==> src/rtl/branch_jump_target_arbiter_pkg.sv <==
// target_arb_pkg: FSM state encodings, requester source codes and the
// latched-request record shared by the branch/jump target arbiter.
package target_arb_pkg;

    typedef enum logic [1:0] {
        ST_IDLE = 2'd0,
        ST_CALC = 2'd1,
        ST_HOLD = 2'd2
    } state_t;

    localparam logic SRC_BRANCH = 1'b0;
    localparam logic SRC_JUMP   = 1'b1;

    // Operands captured at acceptance; opnd is what feeds the shared shifter.
    typedef struct packed {
        logic        src;
        logic [31:0] pc;
        logic [31:0] opnd;
    } req_t;

endpackage

==> src/rtl/shift_left_2.sv <==
// shift_left_2: word-offset to byte-offset shifter (top two bits dropped).
module shift_left_2 (
    input  logic [31:0] operand,
    output logic [31:0] shifted
);

    assign shifted = operand << 2;

endmodule

==> src/rtl/branch_jump_target_arbiter.sv <==
// branch_jump_target_arbiter: shares one shift_left_2 and one 32-bit adder
// between the branch-target and jump-target requesters. IDLE accepts one
// request, CALC computes and registers the target, HOLD presents it until
// the consumer takes it.
// Build option: define TARGET_ARB_RR_EN for round-robin arbitration;
// otherwise branch has fixed priority over jump.
module branch_jump_target_arbiter
    import target_arb_pkg::*;
(
    input  logic        clk,
    input  logic        rst_n,
    input  logic        br_valid,
    output logic        br_ready,
    input  logic [31:0] br_pc_plus4,
    input  logic [31:0] br_imm_ext,
    input  logic        j_valid,
    output logic        j_ready,
    input  logic [31:0] j_pc_plus4,
    input  logic [25:0] j_index,
    output logic        tgt_valid,
    input  logic        tgt_ready,
    output logic [31:0] tgt_addr,
    output logic        tgt_src
);

    state_t      state_q, state_d;
    req_t        req_q;
    logic        pick_jump;
    logic        idle;
    logic        accept;
    logic [31:0] shifted;
    logic [31:0] br_sum;
    logic [31:0] result;
    logic [31:0] tgt_addr_q;
    logic        tgt_src_q;

`ifdef TARGET_ARB_RR_EN
    logic last_q;

    // On a tie, whoever was not granted last time wins.
    always_comb pick_jump = j_valid && (!br_valid || (last_q == SRC_BRANCH));

    // Remember the last grant; reset as "jump" so branch wins the first tie.
    always_ff @(posedge clk or negedge rst_n) begin
        if (!rst_n)
            last_q <= SRC_JUMP;
        else if (accept)
            last_q <= pick_jump ? SRC_JUMP : SRC_BRANCH;
    end
`else
    // Fixed priority: jump only goes when branch is not asking.
    always_comb pick_jump = j_valid && !br_valid;
`endif

    // Readies are gated by reset so nothing is accepted while rst_n is low.
    assign idle     = rst_n && (state_q == ST_IDLE);
    assign accept   = idle && (br_valid || j_valid);
    assign br_ready = accept && !pick_jump;
    assign j_ready  = accept && pick_jump;

    // State register.
    always_ff @(posedge clk or negedge rst_n) begin
        if (!rst_n)
            state_q <= ST_IDLE;
        else
            state_q <= state_d;
    end

    // Next-state: one request per trip IDLE -> CALC -> HOLD -> IDLE.
    always_comb begin
        state_d = state_q;
        case (state_q)
            ST_IDLE: if (accept)    state_d = ST_CALC;
            ST_CALC:                state_d = ST_HOLD;
            ST_HOLD: if (tgt_ready) state_d = ST_IDLE;
            default:                state_d = ST_IDLE;
        endcase
    end

    // Capture the winner's operands; jump index is zero-extended for the shifter.
    always_ff @(posedge clk or negedge rst_n) begin
        if (!rst_n)
            req_q <= '0;
        else if (accept)
            req_q <= pick_jump ? '{src: SRC_JUMP,   pc: j_pc_plus4,  opnd: {6'b0, j_index}}
                               : '{src: SRC_BRANCH, pc: br_pc_plus4, opnd: br_imm_ext};
    end

    shift_left_2 u_shl2 (
        .operand (req_q.opnd),
        .shifted (shifted)
    );

    // Branch sum wraps modulo 2^32; jump keeps the PC's 256 MB region.
    assign br_sum = req_q.pc + shifted;
    assign result = (req_q.src == SRC_JUMP) ? {req_q.pc[31:28], shifted[27:0]} : br_sum;

    // Register the target in CALC; it stays put through HOLD.
    always_ff @(posedge clk or negedge rst_n) begin
        if (!rst_n) begin
            tgt_addr_q <= '0;
            tgt_src_q  <= SRC_BRANCH;
        end else if (state_q == ST_CALC) begin
            tgt_addr_q <= result;
            tgt_src_q  <= req_q.src;
        end
    end

    assign tgt_valid = (state_q == ST_HOLD);
    assign tgt_addr  = tgt_addr_q;
    assign tgt_src   = tgt_src_q;

endmodule

==> config.mk <==
export PLATFORM = sky130hd
export DESIGN_NAME = branch_jump_target_arbiter
export DESIGN_NICKNAME = d
export VERILOG_FILES = /design/src/rtl/branch_jump_target_arbiter_pkg.sv /design/src/rtl/shift_left_2.sv /design/src/rtl/branch_jump_target_arbiter.sv
export SDC_FILE = /design/constraint.sdc
export NUM_CORES = 1
export LEC_CHECK = 0
export BUFFER_PORTS_ARGS = -buffer_cell sky130_fd_sc_hd__buf_2
export CAP_MARGIN = 20
export CORE_MARGIN = 8
export CORE_UTILIZATION = 30
export CTS_CLUSTER_SIZE = 24
export DETAILED_ROUTE_END_ITERATION = 7
export PLACE_DENSITY = 0.47
export SYNTH_ARGS = -nofsm -noshare
export SYNTH_HDL_FRONTEND = slang
export SYNTH_SLANG_ARGS = --single-unit
==> constraint.sdc <==
create_clock -name clk -period 3.9 [get_ports clk]
set_input_delay 0.39 -clock clk [delete_from_list [all_inputs] [get_ports clk]]
set_output_delay 0.39 -clock clk [all_outputs]
set_load 0.1 [all_outputs]
# --- Yosys cells after proc, flatten, opt, wreduce, memory -nomap -nowiden ---
# Index checks and enable logic that the tools add are counted.
word_totals:
  input_bits: 127
  elab_cells: 26
  reg_bits: 98
op_classes:
  n_eq_ne: 4
  n_reduce_logical: 10
  addsub: 1
  muxes: 5
ops:
  columns: ["operator", "count"]
  rows:
  - ["65-bit 2-to-1 mux", 1]
  - ["32-bit adder", 1]
  - ["32-bit 2-to-1 mux", 1]
  - ["2-bit one-hot mux with 3 select lines", 1]
  - ["1-bit logical AND", 5]
  - ["2-bit 2-to-1 mux", 2]
  - ["2-bit by 1-bit equality test with 1-bit output (second input constant)", 1]
  - ["2-bit equality test (second input constant)", 1]
  - ["1-bit zero test", 2]
  - ["2-bit zero test", 1]
  - ["2-bit by 1-bit != test with 1-bit output (second input constant)", 1]
  - ["2-bit != test (second input constant)", 1]
  - ["2-bit AND reduction", 1]
  - ["1-bit logical OR", 1]

# --- Depth between registers and ports, before layout ---
# Gate-level depths: netlist (run 1).
logic_depth:
  ltp_word: 5
  mapped_depth: 11
  ltp_nobuf: 11

# --- Cells and area by module ---
# A second synthesis (run 1) with hierarchy kept.
unflattened:
  hier_cells: 696
  area_unflattened_um2: 6299.8
by_module_without_submodules:
  columns: ["module", "cells_per_inst", "area_each_um2", "n_inst", "seq_area_each_um2"]
  rows:
  - ["branch_jump_target_arbiter", 663, 6055.8, 1, 2502.4]
  - ["shift_left_2", 33, 244.0, 1, 0.0]

# --- Worst setup path after synthesis (run 1) ---
# Ideal clock, no wire load.
synth_path:
  path_type: "register to output"
  startpoint: "reg state_q[1]"
  endpoint: "out br_ready"
  path_stages_with_launch: 6
  arrival_ns: 2.726
  path_buffers: 2
  slack_ns: 0.784
  t_required_ns: 3.510
  cell_sequence: "dfrtp_1 -> nor3b_1 -> o21ai_1 -> clkbuf_1 -> clkbuf_1 -> nor2_1"
synth_via:
  elab_chain_cells: 4
synth_lines:
  columns: ["element", "line_no", "source"]
  rows:
  - ["from (decl)", "branch_jump_target_arbiter.sv:26", "state_t state_q, state_d;"]
  - ["from (signal assigned)", "branch_jump_target_arbiter.sv:66", "state_q <= state_d;"]
  - ["2-bit zero test", "branch_jump_target_arbiter.sv:56", "assign idle = rst_n && (state_q == ST_IDLE);"]
  - ["1-bit logical AND", "branch_jump_target_arbiter.sv:56", null]
  - ["1-bit logical AND", "branch_jump_target_arbiter.sv:57", "assign accept = idle && (br_valid || j_valid);"]
  - ["1-bit logical AND", "branch_jump_target_arbiter.sv:58", "assign br_ready = accept && !pick_jump;"]
  - ["to (decl)", "branch_jump_target_arbiter.sv:13", "output logic br_ready,"]
# Every way passes these cells.

# --- Worst setup path in the final report (run 1) ---
layout_path:
  startpoint: "reg req_q[0] (netlist bit)"
  endpoint: "reg tgt_addr_q[30], in the netlist tgt_addr[30]"
layout_via:
  elab_chain_cells: 2
layout_lines:
  columns: ["element", "line_no", "source"]
  rows:
  - ["from (decl)", "branch_jump_target_arbiter.sv:27", "req_t req_q;"]
  - ["from (signal assigned)", "branch_jump_target_arbiter.sv:85", "req_q <= pick_jump ? '{src: SRC_JUMP, pc: j_pc_plus4, opnd: {6'b0, j_index}}"]
  - ["32-bit adder", "branch_jump_target_arbiter.sv:95", "assign br_sum = req_q.pc + shifted;"]
  - ["32-bit 2-to-1 mux", "branch_jump_target_arbiter.sv:96", "assign result = (req_q.src == SRC_JUMP) ? {req_q.pc[31:28], shifted[27:0]} : br_sum;"]
  - ["to (signal assigned)", "branch_jump_target_arbiter.sv:104", "tgt_addr_q <= result;"]
  - ["to (decl)", "branch_jump_target_arbiter.sv:34", "logic [31:0] tgt_addr_q;"]
# Every way passes these cells.
# A chain may end at the register's enable or synchronous reset.

==> run metrics, run 1 <==
Fin. Hold Viols=0; Post-Layout Inst Area=between 0.007 and 0.008 mm2; via/cell ratio=around 4.7; total grt overflow=0; Worst Hold Class=in2async; NetSw=3.41 mW; critical path fanouts, max=3; sw frac=0.511; first-pass GRT wire length=26.2 mm; startpoint types=register; core area=between 0.015 and 0.02 mm2; most frequent cell after synthesis=nand2_1; Die Y=about 160 um; I/O Buffers=160; All-Layer GR Usage=0.136; Yosys top cell by area=dfrtp_1; routed len/inst=15.6 um; area of the mapped netlist=0.00580 mm2; Final Core Density=0.378; Pre-antenna DRT Iters=4; num rows=just over 50; Resize count post-CTS=0; WP data required=4.13 ns; setup TNS=0 ns; CTS Hold Bufs=0; Int Power=3.27 mW; initial antenna violation count=0; WP data arrival=3.38 ns; Final HPWL DP=12.3 mm; Worst Skew=approximately 0.012 ns; Placed Instance Area=0.00688 mm2; share of layout cells above drive strength 1=0.260; max_cap viols=0; fraction of registers with async set/reset=1.00; synth unique cells=between 50 and 60; Nets=between 900 and 1,000; Post-synth EDFFs=0; Primary FF master, synth=dfrtp_1; VDD IR-drop max=~0.47 mV; Synth Area in Adders=0.0660; die outline width=155 um; Slew Limit Fails=0; Final ANT Viol Nets=0; Antenna diodes=0; clock transition at the registers of the reported paths=0.07 ns; Setup CP Type=reg2reg; Iter 0 DRT Violations=256; H-tree depth=3; postcts setup bufs=0; drt drc=0; pwr dens=~900 mW/mm2; GP Congestion=0.811; via count=4,947; io pins=163; largest net degree at the start of global routing=69; Hold Worst Slack=roughly 0.18 ns; xor/xnor share of the synthesized area=0.0362; CTS Root Cell=clkbuf_16; clock sink total=about 100; TritonCTS clock tree=yes; clock power share=0.154; syn nets=787; CTS buffer count=9; vias in the first global route=5,192; Synth Instances=630; later-pin clock latency in the skew report=approximately 0.35 ns; Seq/Total Area, Yosys=0.423; Tightest Pin Transition=1.05 ns; post-synthesis mux area share=0.114; Yosys warnings=0; Avg Cell Area, Syn=9.21 um2; synth cell count leaders=nand2_1 (105), o21ai_0 (101), dfrtp_1 (98), mux2i_1 (66), a21oi_1 (38); Die ar.=~0.024 mm2; area grow syn2layout=25.0%; Initial Utilization=0.302; largest family of logic cells by synthesized area=compound AO/OA/AOI/OAI gates; flops & latches, synth=between 90 and 100; ranking of synthesized cells by area=dfrtp_1 (42%), mux2i_1 (11%), o21ai_0 (8.7%), nand2_1 (6.8%), ha_1 (6.3%); routed wire length=around 16 mm; maximum clock path buffer count=2; # fillers=1,933; Worst setup EP type=register; post-synthesis simple-gate area fraction=0.136; sequential share of power=0.261; combinational group share of total power=0.585; complex-gate fraction of the synthesized area=0.192; leakage=3.50 nW; Max-slew headroom=0.298; post-layout min period=3.15 ns; share of the synthesized area in the top cell type=0.423; final period utilization=0.808; status=finished clean; RSZ-0062 raised after global routing=no; Max Fclk=317 MHz; final setup fails=0
-- per-layer routing --
metal,global-route usage,vias up,share of wire
li1,-,2528,-
met1,0.172,2300,0.46
met2,0.225,107,0.47
met3,0.0300,12,0.050
met4,0.0434,0,0.014
met5,0,-,0
-- per-stage QoR --
| stage | total power, mW | setup WS, ns | std cells |
|---|---|---|---|
| finish | 6.68 | 0.749 | 1043 |
| global placement | 5.62 | 0.783 | 1026 |
| detailed placement | 5.68 | 0.769 | 1026 |
| global route | 7.18 | 0.538 | 1043 |
| CTS | 6.74 | 0.736 | 1042 |
| floorplan | 4.81 | 0.784 | 630 |
-- cell families (layout without fill, tap and decap cells) --
family                     after synthesis  in the layout
AOI/OAI and AO/OA                      191            191
and+or+nand+nor                        177            177
DFF                                     98             98
muxes                                   66             66
buffers and inverters                   44            192
adders and majority gates               30             30
xor gates and xnor gates                24             24
-- power groups by stage --
| stage | registers [mW] | logic (mW) | clock network, mW |
|---|---|---|---|
| 2_1_floorplan | 2.79 | 2.02 | 0 |
| 3_3_place_gp | 1.79 | 3.83 | 0 |
| 3_5_place_dp | 1.80 | 3.87 | 0 |
| 4_1_cts | 1.78 | 3.89 | 1.06 |
| 5_1_grt | 1.81 | 4.28 | 1.09 |
| 6_report | 1.74 | 3.91 | 1.03 |
-- placed cells by master, fill, tap and decap left out, drive strengths merged, types with 9 or more instances in the layout --
cell type,synthesis,final
buf,3,168
nand2,105,105
o21ai,104,104
dfrtp,98,98
mux2i,66,66
a21oi,41,41
ha,29,29
nor2,26,26
xor2,13,13
clkbuf,33,13
xnor2,11,11
a21o,9,9
nand3,9,9
-- layout make-up --
type	count	area, um2	area share
sequential	98	2450	0.338
multi-input combinational	488	3180	0.439
clock inverter	3	68.8	0.00949
tap	265	332	0.0457
clock buffer	13	280	0.0387
timing repair buffer	168	906	0.125
inverter	8	30.0	0.00414
-- critical path: stages (launching register included) --
cell and delay, ns:
dfrtp_1 0.39, ha_1 0.23, fa_1 0.41, a21o_1 0.22, a221oi_2 0.36, o211a_1 0.26, o21a_1 0.18, nor4_1 0.09
o22a_1 0.26, a221oi_2 0.31, mux2i_1 0.22, nand3_1 0.08
-- flip-flops by register name, summed over array words and instances, names as in the netlist --
name      flops
req_q        63
tgt_addr     32
state_q       2
tgt_src       1
-- path summary, 6_finish.rpt --
path	from	endpoint	slack [ns]	cells past startpoint
worst max register to register	req_q[0]$_DFFE_PN0P_	tgt_addr[30]$_DFFE_PN0N_	0.75	11
max in group asynchronous	rst_n	req_q[11]$_DFFE_PN0P_	2.62	3
worst min-delay path	rst_n	state_q[0]$_DFFE_PN0P_	0.18	2
min in group clk	tgt_ready	state_q[1]$_DFFE_PN0P_	0.24	2
worst min register to register	tgt_addr[1]$_DFFE_PN0N_	tgt_addr[1]$_DFFE_PN0N_	0.47	2
worst max-delay path	req_q[0]$_DFFE_PN0P_	tgt_addr[30]$_DFFE_PN0N_	0.75	11
Note: power is estimated with default switching activity, not from simulation.
==> run 2: changes to the inputs <==
ABC_AREA = 1   (was unset)
PLACE_DENSITY = 0.46   (was 0.47)
clock period = 3.1 ns   (was 3.9 ns; I/O delays follow)
==> run metrics, run 2 <==
Nets=1,268 (was 930); I/O Buffers=160 (unchanged); Slew Limit Fails=0 (unchanged); Worst Skew=0.00856 ns (was 0.0118 ns); Max Fclk=388 MHz; hold_sp=tgt_ready; most frequent cell after synthesis=nand2_1 (unchanged); post-layout min period=2.58 ns; Yosys top cell by area=dfrtp_1 (unchanged); Die ar.=0.0262 mm2 (was 0.0240 mm2); Worst setup EP type=output port (was register); Die Y=162 um (was 155 um); TritonCTS clock tree=yes (unchanged); Worst Hold Class=in2reg (was in2async); Yosys warnings=0 (unchanged); maximum clock path buffer count=2 (unchanged); Setup CP Type=in2out (was reg2reg); setup TNS=0 ns (unchanged); later-pin clock latency in the skew report=0.35 ns (about the same); Inst Count DP=1,374 (was 1,026); critical-path cell list=dlygate4sd3_1 > buf_4 > inv_1 > nor4_4 > nand2_1 > inv_2 > buf_12 (was ha_1 > fa_1 > a21o_1 > a221oi_2 > o211a_1 > o21a_1 > nor4_1 > o22a_1 > a221oi_2 > mux2i_1 > nand3_1); total grt overflow=0 (unchanged); syn nets=1,116 (was 787); H-tree depth=3 (unchanged); dpl ws=0.727 ns (was 0.769 ns); pwr dens=1120 mW/mm2 (was 921 mW/mm2); Initial Utilization=0.305 (was 0.302); Post-synth EDFFs=0 (unchanged); RSZ-0062 raised after global routing=no (unchanged); core area=0.0210 mm2 (was 0.0192 mm2); M2 GR Usage=0.261 (was 0.225); Top Usage Layer GRT=met2 (unchanged); CTS buffer count=9 (unchanged); GR Layer Usage met3=0.0456 (was 0.0300); WHS Endpoint=state_q[1]$_DFFE_PN0P_; largest net degree at the start of global routing=64 (was 69); final period utilization=0.831; drt drc=0 (unchanged); GP Congestion=0.919 (was 0.811); Synth Instances=959 (was 630); RR Startpoint=req_q[0]$_DFFE_PN0P_ (unchanged); Final ANT Viol Nets=0 (unchanged); synth cell count leaders=nand2_1 (414), inv_1 (118), dfrtp_1 (98), nand3_1 (83) (was nand2_1 (105), o21ai_0 (101), dfrtp_1 (98), mux2i_1 (66), a21oi_1 (38)); critical path fanouts, max=26 (was 3); status=finished clean (unchanged); WP data arrival=2.27 ns (was 3.38 ns); r2r setup slk=0.74 ns (was 0.75 ns); clock sink total=98 (unchanged); Antenna diodes=0 (unchanged); commonest non-fill, non-tap cells in the layout=nand2_1 (414), buf_2 (157), inv_1 (118), dfrtp_1 (98), nand3_1 (83) (was buf_2 (157), nand2_1 (105), o21ai_0 (101), dfrtp_1 (97), mux2i_1 (66)); CTS Root Cell=clkbuf_16 (unchanged); Post-Layout Inst Area=0.00783 mm2 (was 0.00725 mm2); RR Endpoint=tgt_addr[26]$_DFFE_PN0N_ (was tgt_addr[30]$_DFFE_PN0N_); WP data required=2.79 ns (was 4.13 ns); Max-slew headroom=0.434 (was 0.298); startpoint types=primary input (was register); M1 GR Usage=0.207 (was 0.172); max FFs per register=63 (unchanged); initial antenna violation count=0 (unchanged); All-Layer GR Usage=0.161 (was 0.136); first-pass GRT wire length=33.8 mm (was 26.2 mm); final setup fails=0 (unchanged); share of layout cells above drive strength 1=0.170 (was 0.260); Pre-antenna DRT Iters=4 (unchanged); CP max stage delay=0.53 ns (was 0.41 ns); Iter 0 DRT Violations=252 (was 256); num rows=53 (was 51); Post-Layout Cell Count=1,390 (was 1,043); fraction of registers with async set/reset=1.00 (unchanged); share of the synthesized area in the top cell type=0.384 (was 0.423); synth unique cells=29 (was 51); Tightest Pin Transition=0.848 ns (was 1.05 ns); area grow syn2layout=22.6% (was 25.0%); via/cell ratio=4.44 (was 4.74); slowest CP cell=dlygate4sd3_1 (was fa_1); io pins=163 (unchanged); max_cap viols=0 (unchanged); area of the mapped netlist=0.00639 mm2 (was 0.00580 mm2); via count=6,171 (was 4,947); R2R depth=12 (was 11); Final HPWL DP=16.0 mm (was 12.3 mm); vias in the first global route=6,441 (was 5,192); worst hold path depth=2; leakage=4.43 nW (was 3.50 nW); Fin. Hold Viols=0 (unchanged); routed len/inst=14.7 um (was 15.6 um); Seq/Total Area, Yosys=0.384 (was 0.423); ranking of synthesized cells by area=dfrtp_1 (38%), nand2_1 (24%), inv_1 (6.9%), nand3_1 (6.5%), ha_1 (5.7%) (was dfrtp_1 (42%), mux2i_1 (11%), o21ai_0 (8.7%), nand2_1 (6.8%), ha_1 (6.3%)); routed wire length=20.5 mm (was 16.3 mm); die outline width=162 um (was 155 um); most common cell after layout, fill and taps aside=nand2_1 (was buf_2); Avg Cell Area, Syn=6.66 um2 (was 9.21 um2); Largest Register=req_q (unchanged); Final Worst Setup Slack=0.524 ns (was 0.749 ns); VDD IR-drop max=0.426 mV (was 0.467 mV); clock transition at the registers of the reported paths=0.07 ns (about the same); Placed Instance Area=0.00753 mm2 (was 0.00688 mm2); flops & latches, synth=98 (unchanged); Primary FF master, synth=dfrtp_1 (unchanged)
[run 2: cell types whose count changed after synthesis, sizes merged, moves of 10 or more]
cell	change
nor2	+30
inv	+113
o211ai	+15
nand2	+309
buf	+17
a21oi	+14
clkbuf	-23
xnor2	-10
nand3	+74
o21ai	-82
mux2i	-66
[run 2: where the power goes]
group          internal (mW)  total [mW]  switching, mW  leakage (nW)
logic                   1.44        5.41           3.97          3.07
registers               1.81        2.18          0.370          1.21
clock network          0.646        1.14          0.499         0.142
total                   3.89        8.74           4.84          4.43
[run 2: worst max-delay path by stage]
stage / startpoint / end / slack, ns / cells past startpoint
final: rst_n / j_ready / 0.52 / 7
after global routing: rst_n / j_ready / 0.35 / 7
after CTS: rst_n / j_ready / 0.46 / 7
after detailed placement: req_q[0]$_DFFE_PN0P_ / tgt_addr[22]$_DFFE_PN0N_ / 0.73 / 12
after global placement: req_q[0]$_DFFE_PN0P_ / tgt_addr[22]$_DFFE_PN0N_ / 0.75 / 12
after floorplan: req_q[0]$_DFFE_PN0P_ / tgt_addr[22]$_DFFE_PN0N_ / 1.19 / 12
[run 2: stage by stage]
stage	util	hold slack, ns	power, mW
after floorplan	-	0.0144	6.30
after global placement	0.359	0.139	7.66
after detailed placement	0.359	0.135	7.66
after CTS	0.374	0.131	8.87
after global routing	0.374	0.154	9.55
final	0.374	0.147	8.74
[run 2: repair_timing]
action	CTS	global route
resized for setup	0	0
hold buffers	1	0
setup endpoints to repair	0	0
endpoints found under the hold margin	1	0
buffers inserted	0	0
[run 2: worst max-delay path, delay by kind of cell]
| kind | cells | cell delay [ns] |
|---|---|---|
| buffers and inverters | 5 | 1.45 |
| AND/OR/NAND/NOR | 2 | 0.49 |
[run 2: kinds of logic (layout without fill, tap and decap cells)]
group           Yosys count  count (layout)  share of synthesized area
simple gates            562             562                      0.351
buf+inv                 152             308                     0.0949
compound gates          108             108                     0.0979
flops                    98              98                      0.384
fa+ha+maj                30              30                     0.0599
xor+xnor                  9               9                     0.0123
[run 2: routing by layer]
metal	vias up	share of wire	wire, um
met1	2725	0.47	9670
met2	123	0.45	9260
met4	0	0.014	286
met3	16	0.062	1270
met5	-	0	0
li1	3307	-	-
[run 2: layout make-up]
class	instances	area (um2)
clock buffers	11	243
clock inverters	4	51.3
fillers	2319	13100
inverters	122	458
multi-input cells	709	3340
flip-flops and latches	98	2450
well taps	275	344
repair buffers	171	943
==> run 3: changes to the inputs <==
clock period = 2.6 ns   (was 3.1 ns; I/O delays follow)
==> run metrics, run 3 (synthesis results as in run 2) <==
leakage=4.44 nW (was 4.43 nW); core area=0.0210 mm2 (unchanged); Worst setup EP type=register (was output port); max_cap viols=0 (unchanged); Nets=1,268 (unchanged); setup TNS=0 ns (unchanged); RSZ-0062 raised after global routing=no (unchanged); status=complete, but fails checks (was finished clean); Hold Worst Slack=-0.0141 ns (was 0.147 ns); Final HPWL DP=15.9 mm (was 16.0 mm); max FFs per register=63 (unchanged); Inst Count DP=1,375 (was 1,374); via count=6,147 (was 6,171); failing checks=negative hold slack; WP data arrival=2.61 ns (was 2.27 ns); routed wire length=20.4 mm (was 20.5 mm); RR Endpoint=tgt_addr[22]$_DFFE_PN0N_ (was tgt_addr[26]$_DFFE_PN0N_); via/cell ratio=4.42 (was 4.44); Worst Hold Class=in2async (was in2reg); Fin. Hold Viols=8 (was 0); most common cell after layout, fill and taps aside=nand2_1 (unchanged); post-layout min period=2.36 ns; pwr dens=1330 mW/mm2 (was 1120 mW/mm2); die outline width=162 um (unchanged); CP max stage delay=0.46 ns (was 0.53 ns); final period utilization=0.907; final setup fails=0 (unchanged); io pins=163 (unchanged); slowest CP cell=fa_1 (was dlygate4sd3_1); Slew Limit Fails=0 (unchanged); CTS Root Cell=clkbuf_16 (unchanged); area grow syn2layout=23.0% (was 22.6%); Worst Skew=0.0113 ns (was 0.00856 ns); clock sink total=98 (unchanged); later-pin clock latency in the skew report=0.36 ns (was 0.35 ns); first-pass GRT wire length=33.6 mm (was 33.8 mm); Pre-antenna DRT Iters=4 (unchanged); # fillers=2,343 (was 2,319); Tightest Pin Transition=0.883 ns (was 0.848 ns); H-tree depth=3 (unchanged); Power Total=10.5 mW (was 8.74 mW); total grt overflow=0 (unchanged); CP most frequent cell=nand3_1; vias in the first global route=6,402 (was 6,441); critical-path cell list=ha_1 > fa_1 > nand3_1 > nand3_1 > nand3_1 > nand3_1 > nand3_1 > nand2_1 > nand2_1 > nand3_1 > nand2_1 > nand2_1 (was dlygate4sd3_1 > buf_4 > inv_1 > nor4_4 > nand2_1 > inv_2 > buf_12); startpoint types=register (was primary input); maximum clock path buffer count=2 (unchanged); commonest non-fill, non-tap cells in the layout=nand2_1 (414), buf_2 (157), inv_1 (118), dfrtp_1 (98), nand3_1 (83) (unchanged); WP data required=2.85 ns (was 2.79 ns); Max-slew headroom=0.410 (was 0.434); VDD IR-drop max=0.503 mV (was 0.426 mV); drt drc=0 (unchanged); I/O Buffers=160 (unchanged); initial antenna violation count=0 (unchanged); Max Fclk=424 MHz; Final ANT Viol Nets=0 (unchanged); routed len/inst=14.7 um (about the same); Initial Utilization=0.305 (unchanged); Top Family by Delay on Critical Path=simple AND/OR/NAND/NOR gates (was buffers and inverters); Iter 0 DRT Violations=281 (was 252); share of layout cells above drive strength 1=0.172 (was 0.170); Die Y=162 um (unchanged); Resize count post-CTS=0 (unchanged); Antenna diodes=0 (unchanged); Setup CP Type=reg2reg (was in2out); postcts setup bufs=0 (unchanged); CTS Hold Bufs=0 (was 1); Post-Layout Cell Count=1,391 (was 1,390); Largest Register=req_q (unchanged); All-Layer GR Usage=0.160 (was 0.161); RR Startpoint=req_q[0]$_DFFE_PN0P_ (unchanged); worst path bufs/invs=0 (was 5); num rows=53 (unchanged); Die ar.=0.0262 mm2 (unchanged); critical path fanouts, max=4 (was 26); clock transition at the registers of the reported paths=0.08 ns (was 0.07 ns); CTS buffer count=9 (unchanged); r2r setup slk=0.24 ns (was 0.74 ns); TritonCTS clock tree=yes (unchanged); R2R depth=12 (unchanged); largest net degree at the start of global routing=99 (was 64); GP Congestion=0.916 (was 0.919)
run 3: cell count changes in the layout (fill, tap and decap cells not counted):
cell	previous run	this run
inv_6	1	3
buf_12	4	5
clkbuf_1	1	0
clkinv_2	1	0
clkinv_4	0	1
dlygate4sd3_1	1	0
run 3: layer usage:
layer  vias to the layer above  track usage  wire, um
li1                       3313            -         -
met1                      2709        0.209      9840
met4                         0       0.0370       247
met2                       108        0.258      9210
met5                         -            0         0
met3                        17       0.0425      1150
run 3: area by class of cell:
type	instances	area, um2	share of cell area
multi-input cells	709	3340	0.425
flip-flops and latches	98	2450	0.312
repair buffers	171	953	0.121
inverters	122	458	0.0583
well taps	275	344	0.0438
clock buffers	10	239	0.0304
clock inverters	6	72.6	0.00923
run 3: worst max path at each step:
stage | cells after the start | slack, ns | to | from
after floorplan | 12 | 0.69 | tgt_addr[22]$_DFFE_PN0N_ | req_q[0]$_DFFE_PN0P_
after global placement | 12 | 0.26 | tgt_addr[22]$_DFFE_PN0N_ | req_q[0]$_DFFE_PN0P_
after detailed placement | 12 | 0.26 | tgt_addr[22]$_DFFE_PN0N_ | req_q[0]$_DFFE_PN0P_
after CTS | 12 | 0.24 | tgt_addr[22]$_DFFE_PN0N_ | req_q[0]$_DFFE_PN0P_
after global routing | 12 | 0.05 | tgt_addr[22]$_DFFE_PN0N_ | req_q[0]$_DFFE_PN0P_
final | 12 | 0.24 | tgt_addr[22]$_DFFE_PN0N_ | req_q[0]$_DFFE_PN0P_
run 3: stage by stage:
| stage | cell area [um2] | hold WS, ns | util | worst slack (ns) |
|---|---|---|---|---|
| after detailed placement | 7550 | 0.460 | 0.360 | 0.263 |
| after global routing | 7860 | 0.0930 | 0.375 | 0.0520 |
| after global placement | 7550 | 0.461 | 0.360 | 0.264 |
| after CTS | 7860 | 0.0835 | 0.375 | 0.236 |
| after floorplan | 6390 | -0.0356 | - | 0.694 |
| final | 7860 | -0.0141 | 0.375 | 0.243 |
run 3: worst register-to-register path, delay by kind of cell, from the launching register on:
| family | cells | cell delay (ns) |
|---|---|---|
| flip-flops | 1 | 0.42 |
| adder cells (fa/ha/maj) | 2 | 0.73 |
| AND/OR/NAND/NOR | 10 | 1.10 |
run 3: power breakdown:
part | switching (mW) | internal (mW)
Combinational | 4.72 | 1.72
Sequential | 0.452 | 2.16
Clock | 0.637 | 0.785
Total | 5.81 | 4.66
